===== src/rtl/i2s_pkg.sv =====
// Shared I2S frame geometry: 64-slot stereo frame, two 32-slot words.
package i2s_pkg;

    localparam int unsigned FRAME_SLOTS = 64;
    localparam int unsigned WORD_SLOTS  = 32;

    typedef logic [5:0] slot_t;

    localparam slot_t LEFT_MSB_SLOT    = 6'd1;
    localparam slot_t RIGHT_MSB_SLOT   = 6'd33;
    localparam slot_t LEFT_LATCH_SLOT  = 6'd32;
    localparam slot_t RIGHT_LATCH_SLOT = 6'd0;

    // Place a w-bit sample (zero-extended in v) at the top of a 32-bit slot word.
    function automatic logic [WORD_SLOTS-1:0] msb_align(input logic [WORD_SLOTS-1:0] v,
                                                        input int unsigned w);
        return v << (WORD_SLOTS - w);
    endfunction

endpackage


===== src/rtl/i2s_transceiver_if.sv =====
// I2S pins and parallel sample ports of the transceiver, grouped for reuse.
interface i2s_transceiver_if
    import i2s_pkg::*;
#(
    parameter int unsigned WIDTH = 16
);

    logic             sck;
    logic             ws;
    slot_t            frame_posn;
    logic             sd_in;
    logic [WIDTH-1:0] left;
    logic [WIDTH-1:0] right;
    logic             rx_valid;
    logic [WIDTH-1:0] tx_left;
    logic [WIDTH-1:0] tx_right;
    logic             sd_out;

    modport master (
        output sck, ws, frame_posn, left, right, rx_valid, sd_out,
        input  sd_in, tx_left, tx_right
    );

    modport slave (
        input  sck, ws, frame_posn, left, right, rx_valid, sd_out,
        output sd_in, tx_left, tx_right
    );

endinterface


===== src/rtl/i2s_clock_gen.sv =====
// Bit clock, edge enables and frame slot counter derived from the system clock.
module i2s_clock_gen
    import i2s_pkg::*;
#(
    parameter int unsigned CK_DIV_LOG2 = 2
)
(
    input  logic  ck,
    input  logic  rst_n,
    output logic  sck,
    output logic  sck_rise,
    output logic  sck_fall,
    output slot_t frame_posn,
    output logic  ws
);

    localparam logic [CK_DIV_LOG2-1:0] PRESCALE_STEP = 1;

    logic [CK_DIV_LOG2-1:0] prescaler;
    logic [CK_DIV_LOG2-1:0] prescaler_next;

    assign prescaler_next = prescaler + PRESCALE_STEP;

    // Enables mark the ck edge on which sck itself changes, so sck stays a plain flop.
    assign sck_rise = ~sck &  prescaler_next[CK_DIV_LOG2-1];
    assign sck_fall =  sck & ~prescaler_next[CK_DIV_LOG2-1];

    always_ff @(posedge ck or negedge rst_n) begin
        if (!rst_n) begin
            prescaler  <= '0;
            sck        <= 1'b0;
            frame_posn <= '0;
        end else begin
            prescaler <= prescaler_next;
            sck       <= prescaler_next[CK_DIV_LOG2-1];
            if (sck_fall) begin
                frame_posn <= frame_posn + 6'd1;
            end
        end
    end

    assign ws = frame_posn[5];

endmodule


===== src/rtl/i2s_transceiver.sv =====
// Single-clock I2S master: generates SCK/WS and runs the stereo receiver and transmitter.
module i2s_transceiver
    import i2s_pkg::*;
#(
    parameter int unsigned CK_DIV_LOG2 = 2,
    parameter int unsigned WIDTH       = 16
)
(
    input  logic             ck,
    input  logic             rst_n,
    i2s_transceiver_if.master bus
);

    logic  sck;
    logic  ws;
    logic  sck_rise;
    logic  sck_fall;
    slot_t frame_posn;
    slot_t posn_next;

    i2s_clock_gen #(
        .CK_DIV_LOG2(CK_DIV_LOG2)
    ) u_clock_gen (
        .ck        (ck),
        .rst_n     (rst_n),
        .sck       (sck),
        .sck_rise  (sck_rise),
        .sck_fall  (sck_fall),
        .frame_posn(frame_posn),
        .ws        (ws)
    );

    assign posn_next = frame_posn + 6'd1;

    logic [WORD_SLOTS-1:0] rx_shreg;
    logic [WORD_SLOTS-1:0] rx_shreg_next;
    logic [WIDTH-1:0]      left_q;
    logic [WIDTH-1:0]      right_q;
    logic                  rx_valid_q;

    assign rx_shreg_next = {rx_shreg[WORD_SLOTS-2:0], bus.sd_in};

    // Latch checks use the shifted value so the slot's own bit lands in the word.
    always_ff @(posedge ck or negedge rst_n) begin
        if (!rst_n) begin
            rx_shreg   <= '0;
            left_q     <= '0;
            right_q    <= '0;
            rx_valid_q <= 1'b0;
        end else begin
            rx_valid_q <= 1'b0;
            if (sck_rise) begin
                rx_shreg <= rx_shreg_next;
                if (frame_posn == LEFT_LATCH_SLOT) begin
                    left_q <= rx_shreg_next[WORD_SLOTS-1 -: WIDTH];
                end
                if (frame_posn == RIGHT_LATCH_SLOT) begin
                    right_q    <= rx_shreg_next[WORD_SLOTS-1 -: WIDTH];
                    rx_valid_q <= 1'b1;
                end
            end
        end
    end

    logic [WORD_SLOTS-1:0] tx_shreg;

    always_ff @(posedge ck or negedge rst_n) begin
        if (!rst_n) begin
            tx_shreg <= '0;
        end else if (sck_fall) begin
            if (posn_next == LEFT_MSB_SLOT) begin
                tx_shreg <= msb_align(WORD_SLOTS'(bus.tx_left), WIDTH);
            end else if (posn_next == RIGHT_MSB_SLOT) begin
                tx_shreg <= msb_align(WORD_SLOTS'(bus.tx_right), WIDTH);
            end else begin
                tx_shreg <= {tx_shreg[WORD_SLOTS-2:0], 1'b0};
            end
        end
    end

    assign bus.sck        = sck;
    assign bus.ws         = ws;
    assign bus.frame_posn = frame_posn;
    assign bus.left       = left_q;
    assign bus.right      = right_q;
    assign bus.rx_valid   = rx_valid_q;
    assign bus.sd_out     = tx_shreg[WORD_SLOTS-1];

endmodule


===== src/flat_wrapper.sv =====
// flat-port wrapper written by rule: the top's interface ports become plain ports
module i2s_transceiver_flat import i2s_pkg::*;
#(
    parameter int unsigned CK_DIV_LOG2 = 2,
    parameter int unsigned WIDTH       = 16
)
  (ck, rst_n, bus_sck, bus_ws, bus_frame_posn, bus_left, bus_right, bus_rx_valid, bus_sd_out, bus_sd_in, bus_tx_left, bus_tx_right);
  i2s_transceiver_if #(.WIDTH(WIDTH)) bus_i ();
  input  logic ck;
  input  logic rst_n;
  output wire logic [$bits(bus_i.sck)-1:0] bus_sck;
  output wire logic [$bits(bus_i.ws)-1:0] bus_ws;
  output wire logic [$bits(bus_i.frame_posn)-1:0] bus_frame_posn;
  output wire logic [$bits(bus_i.left)-1:0] bus_left;
  output wire logic [$bits(bus_i.right)-1:0] bus_right;
  output wire logic [$bits(bus_i.rx_valid)-1:0] bus_rx_valid;
  output wire logic [$bits(bus_i.sd_out)-1:0] bus_sd_out;
  input wire logic [$bits(bus_i.sd_in)-1:0] bus_sd_in;
  input wire logic [$bits(bus_i.tx_left)-1:0] bus_tx_left;
  input wire logic [$bits(bus_i.tx_right)-1:0] bus_tx_right;
  assign bus_sck = bus_i.sck;
  assign bus_ws = bus_i.ws;
  assign bus_frame_posn = bus_i.frame_posn;
  assign bus_left = bus_i.left;
  assign bus_right = bus_i.right;
  assign bus_rx_valid = bus_i.rx_valid;
  assign bus_sd_out = bus_i.sd_out;
  assign bus_i.sd_in = bus_sd_in;
  assign bus_i.tx_left = bus_tx_left;
  assign bus_i.tx_right = bus_tx_right;
  i2s_transceiver #(.CK_DIV_LOG2(CK_DIV_LOG2), .WIDTH(WIDTH)) u_core (.ck(ck), .rst_n(rst_n), .bus(bus_i));
endmodule

===== config.mk =====
export PLATFORM = sky130hd
export DESIGN_NAME = i2s_transceiver_flat
export DESIGN_NICKNAME = d
export VERILOG_FILES = /design/src/rtl/i2s_pkg.sv /design/src/rtl/i2s_transceiver_if.sv /design/src/rtl/i2s_clock_gen.sv /design/src/rtl/i2s_transceiver.sv /design/src/flat_wrapper.sv
export SDC_FILE = /design/constraint.sdc
export NUM_CORES = 1
export LEC_CHECK = 0
export CAP_MARGIN = 40
export CORE_MARGIN = 4
export CORE_UTILIZATION = 44
export CTS_BUF_LIST = sky130_fd_sc_hd__clkbuf_16
export CTS_CLUSTER_SIZE = 28
export DETAILED_ROUTE_END_ITERATION = 6
export GPL_TIMING_DRIVEN = 0
export PLACE_DENSITY = 0.7
export SLEW_MARGIN = 20
export SYNTH_ARGS = -nofsm -noshare
export SYNTH_HDL_FRONTEND = slang
export SYNTH_HIERARCHICAL = 1
export SYNTH_SLANG_ARGS = --single-unit
export TNS_END_PERCENT = 1

===== constraint.sdc =====
create_clock -name ck -period 1.9 [get_ports ck]
set_input_delay 0.38 -clock ck [delete_from_list [all_inputs] [get_ports ck]]
set_output_delay 0.38 -clock ck [all_outputs]
set_load 0.05 [all_outputs]

==> results.txt, run 1 <==
DRC -> 0
Fin crit share -> 0.981
First-pass DRT Iterations -> 4
Bufs and invs on worst path -> 1
Final WS setup -> 0.0367 ns
Initial Util -> 0.458
Hold WS -> 0.0749 ns
Synthesized flop and latch total -> 88
Hold Buf Count CTS -> 0
DR iter-0 viols -> 94
Detailed-route vias per instance -> 5.08
Most instantiated library cell after synthesis -> dfrtp_1
P per Cell Area -> 752 nW/µm²
Total grt overflow -> 0
Hold Crit Class -> in2async
Switching fraction of total power -> 0.207
Vias -> 2,384
Commonest cells in the netlist -> dfrtp_1 (88), mux2_2 (46), mux2_1 (19)
Num CTS Buffers -> 9
Logic gate share of total power -> 0.040
Worst-Margin Slew -> 0.658 ns
Fraction of registers with async set/reset -> 1.00
H-tree Lvls -> 3
Initial antenna violation count -> 0
Max-slew violations -> 0
Yosys warning count -> 6
R2R depth -> 4
Part of the power in the clock network -> 0.458
Net Count, Synth -> 309
WS Path Type -> reg2out
Worst skew pair latency -> 0.33 ns
Fin cells -> 469
Post-synthesis area per instance -> 14.0 µm²
CP max stage cell -> clkdlybuf4s50_1
CTS sink cnt -> 88
Slowest stage delay, CP -> 0.80 ns
Mapped Cells -> 271
Status -> completed
Core Box Area -> 8300 µm²
Mapped Area -> 3800 µm²
Worst path cell trace -> clkdlybuf4s50_1
Per-cell routed wire length -> 15.1 µm
Clk slew on worst S/H paths -> 0.06 ns
P_leak -> 2.67 nW
Detailed placer's ending HPWL -> 5010 µm
Antenna Nets Post-Route -> 0
Nets@finish -> 397
Power Total -> 0.00379 W
Yosys top cell by area -> dfrtp_1
Vias in the first global route -> 2,413
Total Wirelength -> 7070 µm
Filler cells -> 670
Int Pwr -> 0.00300 W
Top cells by area, synth -> dfrtp_1 (58%), mux2_2 (14%), mux2_1 (5.6%)
Number of synthesized flops with an enable pin -> 0
CTS tree -> done
Clk buf depth -> 2
Post-layout minimum cycle time -> 1.86 ns
GP Congestion -> 0.746
Worst EP arrival -> 1.48 ns
Net Sw Power -> 0.000783 W
MaxCap Viol Count -> 0
Post-synthesis cell type count -> 26
I/O pins -> 77
Share of cells above drive strength 1 -> 0.253
Relative slew margins -> 0.561
Largest net degree at the start of global routing -> 52
CP max FO -> 2
Main synth FF type -> dfrtp_1
Sequential area share after synthesis -> 0.580
Post-Place Cells -> 453
Type of origin of the critical path -> register
DP Worst Slack -> 0.0115 ns
Reg-to-reg endpoint -> u_core/bus.left[8]
Worst R2R Start -> u_core/u_clock_gen/frame_posn[1]
Sequential power share -> 0.502
IR drop worst, VDD -> 0.366 mV
GRT Resource Usage Total -> 0.145
Top cell type's share of synthesized area -> 0.580
Max Clk Rate -> 537 MHz
First-pass GRT wire length -> 11,800 µm
Die X -> 101 µm
PortBufs -> 76
Setup crit end kind -> output pin
Final setup violation count -> 0
Post-Route Skew -> 0.00627 ns
Family with the most delay on the worst path -> buffers and inverters
Row count -> 33
Clock Tree Root -> clkbuf_16
P&R area growth vs syn -> 32.5%
Final Hold Vio Count -> 0
Die ar. -> 10,200 µm²
Ant diodes -> 0
Post-CTS Setup Repair Bufs -> 0
Util after Layout -> 0.607
Die H -> 101 µm
Req. time, crit path -> 1.52 ns
Reg2reg setup slack -> 0.10 ns
-- state kept, by name, indices dropped and copies added, names as in the netlist --
name,count
u_core/u_clock_gen/frame_posn,6
u_core/u_clock_gen/prescaler,2
u_core/bus.right,16
u_core/tx_shreg,16
u_core/bus.left,16
u_core/rx_shreg,31
u_core/bus.rx_valid,1
-- layout make-up --
| cell class | count | area (µm²) | area share |
|---|---|---|---|
| Sequential cell | 88 | 2200 | 0.438 |
| Buffer | 18 | 87.6 | 0.0174 |
| Timing Repair Buffer | 77 | 801 | 0.159 |
| Tap cell | 105 | 131 | 0.0261 |
| Inverter | 5 | 18.8 | 0.00373 |
| Clock inverter | 7 | 72.6 | 0.0144 |
| Clock buffer | 9 | 225 | 0.0447 |
| Multi-Input combinational cell | 160 | 1490 | 0.297 |
-- what timing repair did --
action	in CTS	in global routing
pin swaps	0	1
gates resized for setup	8	14
setup endpoints to repair	8	30
-- per-layer routing --
layer	part of all wire	vias up	wire [µm]	track usage
met5	0	-	0	0
met4	0.013	0	92	0.0521
met3	0.043	8	306	0.0256
met2	0.50	52	3500	0.234
met1	0.45	1171	3160	0.197
li1	-	1153	-	-
-- logic make-up after synthesis --
family                     share of synthesized area
buffers and inverters                         0.0270
muxes                                          0.232
xor gates and xnor gates                      0.0115
DFF                                            0.580
and+or+nand+nor                               0.0741
AOI/OAI and AO/OA                             0.0655
adders and majority gates                    0.00988
-- cell usage in the layout, fill, tap and decap left out, types with 13 or more instances in the layout --
master	Yosys	final
dfrtp_1	88	87
clkdlybuf4s50_1	0	54
mux2_2	46	46
mux2_1	19	19
nand3_1	16	16
a21o_1	15	15
mux2i_1	15	15
nor2b_1	15	15
a31o_2	15	15
dlymetal6s2s_1	0	13
-- how the worst max path moves through the flow --
stage,from,slack (ns),depth (start not counted),endpoint
5_1_grt,u_core/bus.left[9],-0.001,1,bus_left[9]
3_5_place_dp,u_core/u_clock_gen/prescaler[1],0.01,4,u_core/tx_shreg[16]
4_1_cts,u_core/bus.right[7],0.004,1,bus_right[7]
6_report,u_core/bus.left[0],0.04,1,bus_left[0]
3_3_place_gp,rst_n,-2.95,1,u_core/u_clock_gen/frame_posn[5]
2_1_floorplan,u_core/u_clock_gen/frame_posn[5],0.002,6,u_core/tx_shreg[21]
-- power by group through the flow --
| stage | Clock (W) | Combinational (W) | Sequential (W) |
|---|---|---|---|
| after floorplan | 0 | 0.0000342 | 0.00194 |
| after global placement | 0 | 0.000149 | 0.00194 |
| after detailed placement | 0 | 0.000157 | 0.00194 |
| after CTS | 0.00178 | 0.000158 | 0.00190 |
| after global routing | 0.00187 | 0.000171 | 0.00190 |
| final | 0.00173 | 0.000152 | 0.00190 |
-- per-stage QoR --
| step | cell area, µm² | setup TNS, ns |
|---|---|---|
| 6_report | 5030 | 0 |
| 5_1_grt | 5030 | -0.00104 |
| 4_1_cts | 5000 | 0 |
| 3_5_place_dp | 4710 | 0 |
| 3_3_place_gp | 4690 | -232.52 |
| 2_1_floorplan | 3800 | 0 |
Power figures use the tool's default switching activity.
==> inputs of run 2 (changes only) <==
--- a/config.mk
+++ b/config.mk
@@ -12,7 +12,7 @@
 export CTS_CLUSTER_SIZE = 28
 export DETAILED_ROUTE_END_ITERATION = 6
 export GPL_TIMING_DRIVEN = 0
-export PLACE_DENSITY = 0.7
+export PLACE_DENSITY = 0.81
 export SLEW_MARGIN = 20
 export SYNTH_ARGS = -nofsm -noshare
 export SYNTH_HDL_FRONTEND = slang
==> run 2 against run 1 <==
  * Routed wire length up 2.0%
  * Setup slack improved by 0.0087 ns
  * Global-route usage up 0.83 points
  * Cell count grew 0.21%
  * Maximum frequency grew 0.47%
  * Sequential power is essentially flat
  * Via count grew 2.3%
  * First-iteration DRC count is 1.1% lower
  * Combinational power is 3% higher
  * Clock skew is essentially flat
==> results.txt, run 2 (synthesized netlist as in run 1, its figures left out) <==
Total grt overflow -> 0 (unchanged)
Vias in the first global route -> 2,562 (+6.2%)
DRC -> 0 (unchanged)
Detailed-route vias per instance -> 5.19 (+2.0%)
Total Wirelength -> 7210 µm (+2.0%)
CTS sink cnt -> 88 (unchanged)
Nets@finish -> 398 (+0.25%)
CTS tree -> done
Num CTS Buffers -> 9 (unchanged)
Clk slew on worst S/H paths -> 0.06 ns (about the same)
Post-Place Cells -> 453 (unchanged)
Slowest stage delay, CP -> 0.81 ns (about the same)
Post-layout minimum cycle time -> 1.85 ns (-0.00875 ns)
Detailed placer's ending HPWL -> 5260 µm (+4.9%)
I/O pins -> 77 (unchanged)
Worst EP arrival -> 1.47 ns (about the same)
Die ar. -> 10,200 µm² (unchanged)
Commonest non-fill, non-tap cell in the layout -> dfrtp_1
Row count -> 33 (unchanged)
Req. time, crit path -> 1.52 ns (about the same)
Hold Crit Class -> reg2reg
Vias -> 2,438 (+2.3%)
Register area -> 2200 µm² (unchanged)
Multi-input gate area -> 1500 µm² (+0.17%)
Worst path cell trace -> clkdlybuf4s50_1
Max reg flops -> 31 (unchanged)
Max Clk Rate -> 539 MHz (+0.47%)
Share of cells above drive strength 1 -> 0.260 (+0.00753)
Worst skew pair latency -> 0.33 ns (about the same)
Post-Route Skew -> 0.00672 ns (+0.000454 ns)
H-tree Lvls -> 3 (unchanged)
Type of origin of the critical path -> register
Ant diodes -> 0 (unchanged)
DR iter-0 viols -> 93 (-1.1%)
Core Box Area -> 8300 µm² (unchanged)
First-pass DRT Iterations -> 4 (unchanged)
Die H -> 101 µm (unchanged)
Per-cell routed wire length -> 15.3 µm (+1.7%)
Initial Util -> 0.458 (unchanged)
Relative slew margins -> 0.616 (+0.0544)
Top reg by flops -> u_core/rx_shreg
CP max FO -> 2 (unchanged)
Clk buf depth -> 2 (unchanged)
Final setup TNS -> 0 ns (unchanged)
PortBufs -> 76 (unchanged)
Largest net degree at the start of global routing -> 62 (+19%)
Clock Tree Root -> clkbuf_16
Most frequent cells in the layout -> dfrtp_1 (87), clkdlybuf4s50_1 (48), mux2_2 (46), mux2_1 (19), nand3_1 (16)
Antenna Nets Post-Route -> 0 (unchanged)
CP max stage cell -> clkdlybuf4s50_1
MaxCap Viol Count -> 0 (unchanged)
RSZ-0062 raised after global routing -> yes
Filler cells -> 653 (-2.5%)
Status -> completed
Fin crit share -> 0.976 (-0.00460)
Max-slew violations -> 0 (unchanged)
Final setup violation count -> 0 (unchanged)
GP Congestion -> 0.783 (+4.9%)
IR drop worst, VDD -> 0.352 mV (-4.0%)
P_leak -> 2.71 nW (+1.4%)
Bufs and invs on worst path -> 1 (unchanged)
First-pass GRT wire length -> 12,400 µm (+4.8%)
GRT Resource Usage Total -> 0.153 (+0.00828)
Family with the most delay on the worst path -> buffers and inverters
Final Hold Vio Count -> 0 (unchanged)
Worst-Margin Slew -> 0.577 ns (-0.0816 ns)
Setup crit end kind -> output pin
Die X -> 101 µm (unchanged)
WS Path Type -> reg2out
Initial antenna violation count -> 0 (unchanged)
P per Cell Area -> 753 nW/µm² (about the same)
P&R area growth vs syn -> 33.0%
Fin cells -> 470 (+0.21%)
run 2: what timing repair did:
action,4_1_cts,5_1_grt
hold buffers,1,0
resized for setup,15,15
hold endpoints to repair,27,0
endpoints found under the setup margin,24,24
pin swaps,0,0
buffers inserted,0,0
run 2: layout make-up:
| cell class | instances | share of cell area |
|---|---|---|
| buffer | 18 | 0.0176 |
| timing repair buffer | 78 | 0.160 |
| clock buffer | 9 | 0.0446 |
| multi-input combinational | 160 | 0.296 |
| clock inverter | 7 | 0.0154 |
| sequential | 88 | 0.436 |
| tap | 105 | 0.0260 |
| inverter | 5 | 0.00371 |
run 2: power breakdown:
part | switching [W] | total (W) | internal (W)
registers | 0.00000833 | 0.00190 | 0.00189
clock network | 0.000715 | 0.00175 | 0.00103
logic | 0.0000613 | 0.000156 | 0.0000943
total | 0.000784 | 0.00380 | 0.00302
run 2: path summary, 6_finish.rpt:
kind                                             startpoint                         endpoint  slack (ns)  cells past startpoint
max                                     u_core/bus.right[6]                     bus_right[6]        0.05                      1
min                         u_core/u_clock_gen/prescaler[0]  u_core/u_clock_gen/prescaler[0]        0.47                      1
max reg2reg                u_core/u_clock_gen/frame_posn[1]               u_core/bus.left[5]        0.10                      4
min reg2reg                 u_core/u_clock_gen/prescaler[0]  u_core/u_clock_gen/prescaler[0]        0.47                      1
max in group asynchronous                             rst_n              u_core/rx_shreg[24]        0.76                      3
min in group asynchronous                             rst_n              u_core/tx_shreg[26]        0.52                      2
run 2: metal layers:
| metal | share of wire | track usage |
|---|---|---|
| met1 | 0.42 | 0.194 |
| met2 | 0.54 | 0.262 |
| met3 | 0.027 | 0.0291 |
| met4 | 0.012 | 0.0552 |
| met5 | 0 | 0 |
run 2: through the flow:
step                      hold WS [ns]  total power, W   util  setup WS [ns]  area (µm²)
final                            0.475         0.00380  0.609         0.0455        5050
after global routing             0.515         0.00395  0.609       -0.00298        5050
after CTS                        0.482         0.00386  0.604        0.00123        5020
after detailed placement         0.331         0.00209  0.569      -0.000657        4720
after global placement           0.438         0.00208  0.566          -2.87        4690
after floorplan                 0.0844         0.00197      -        0.00203        3800
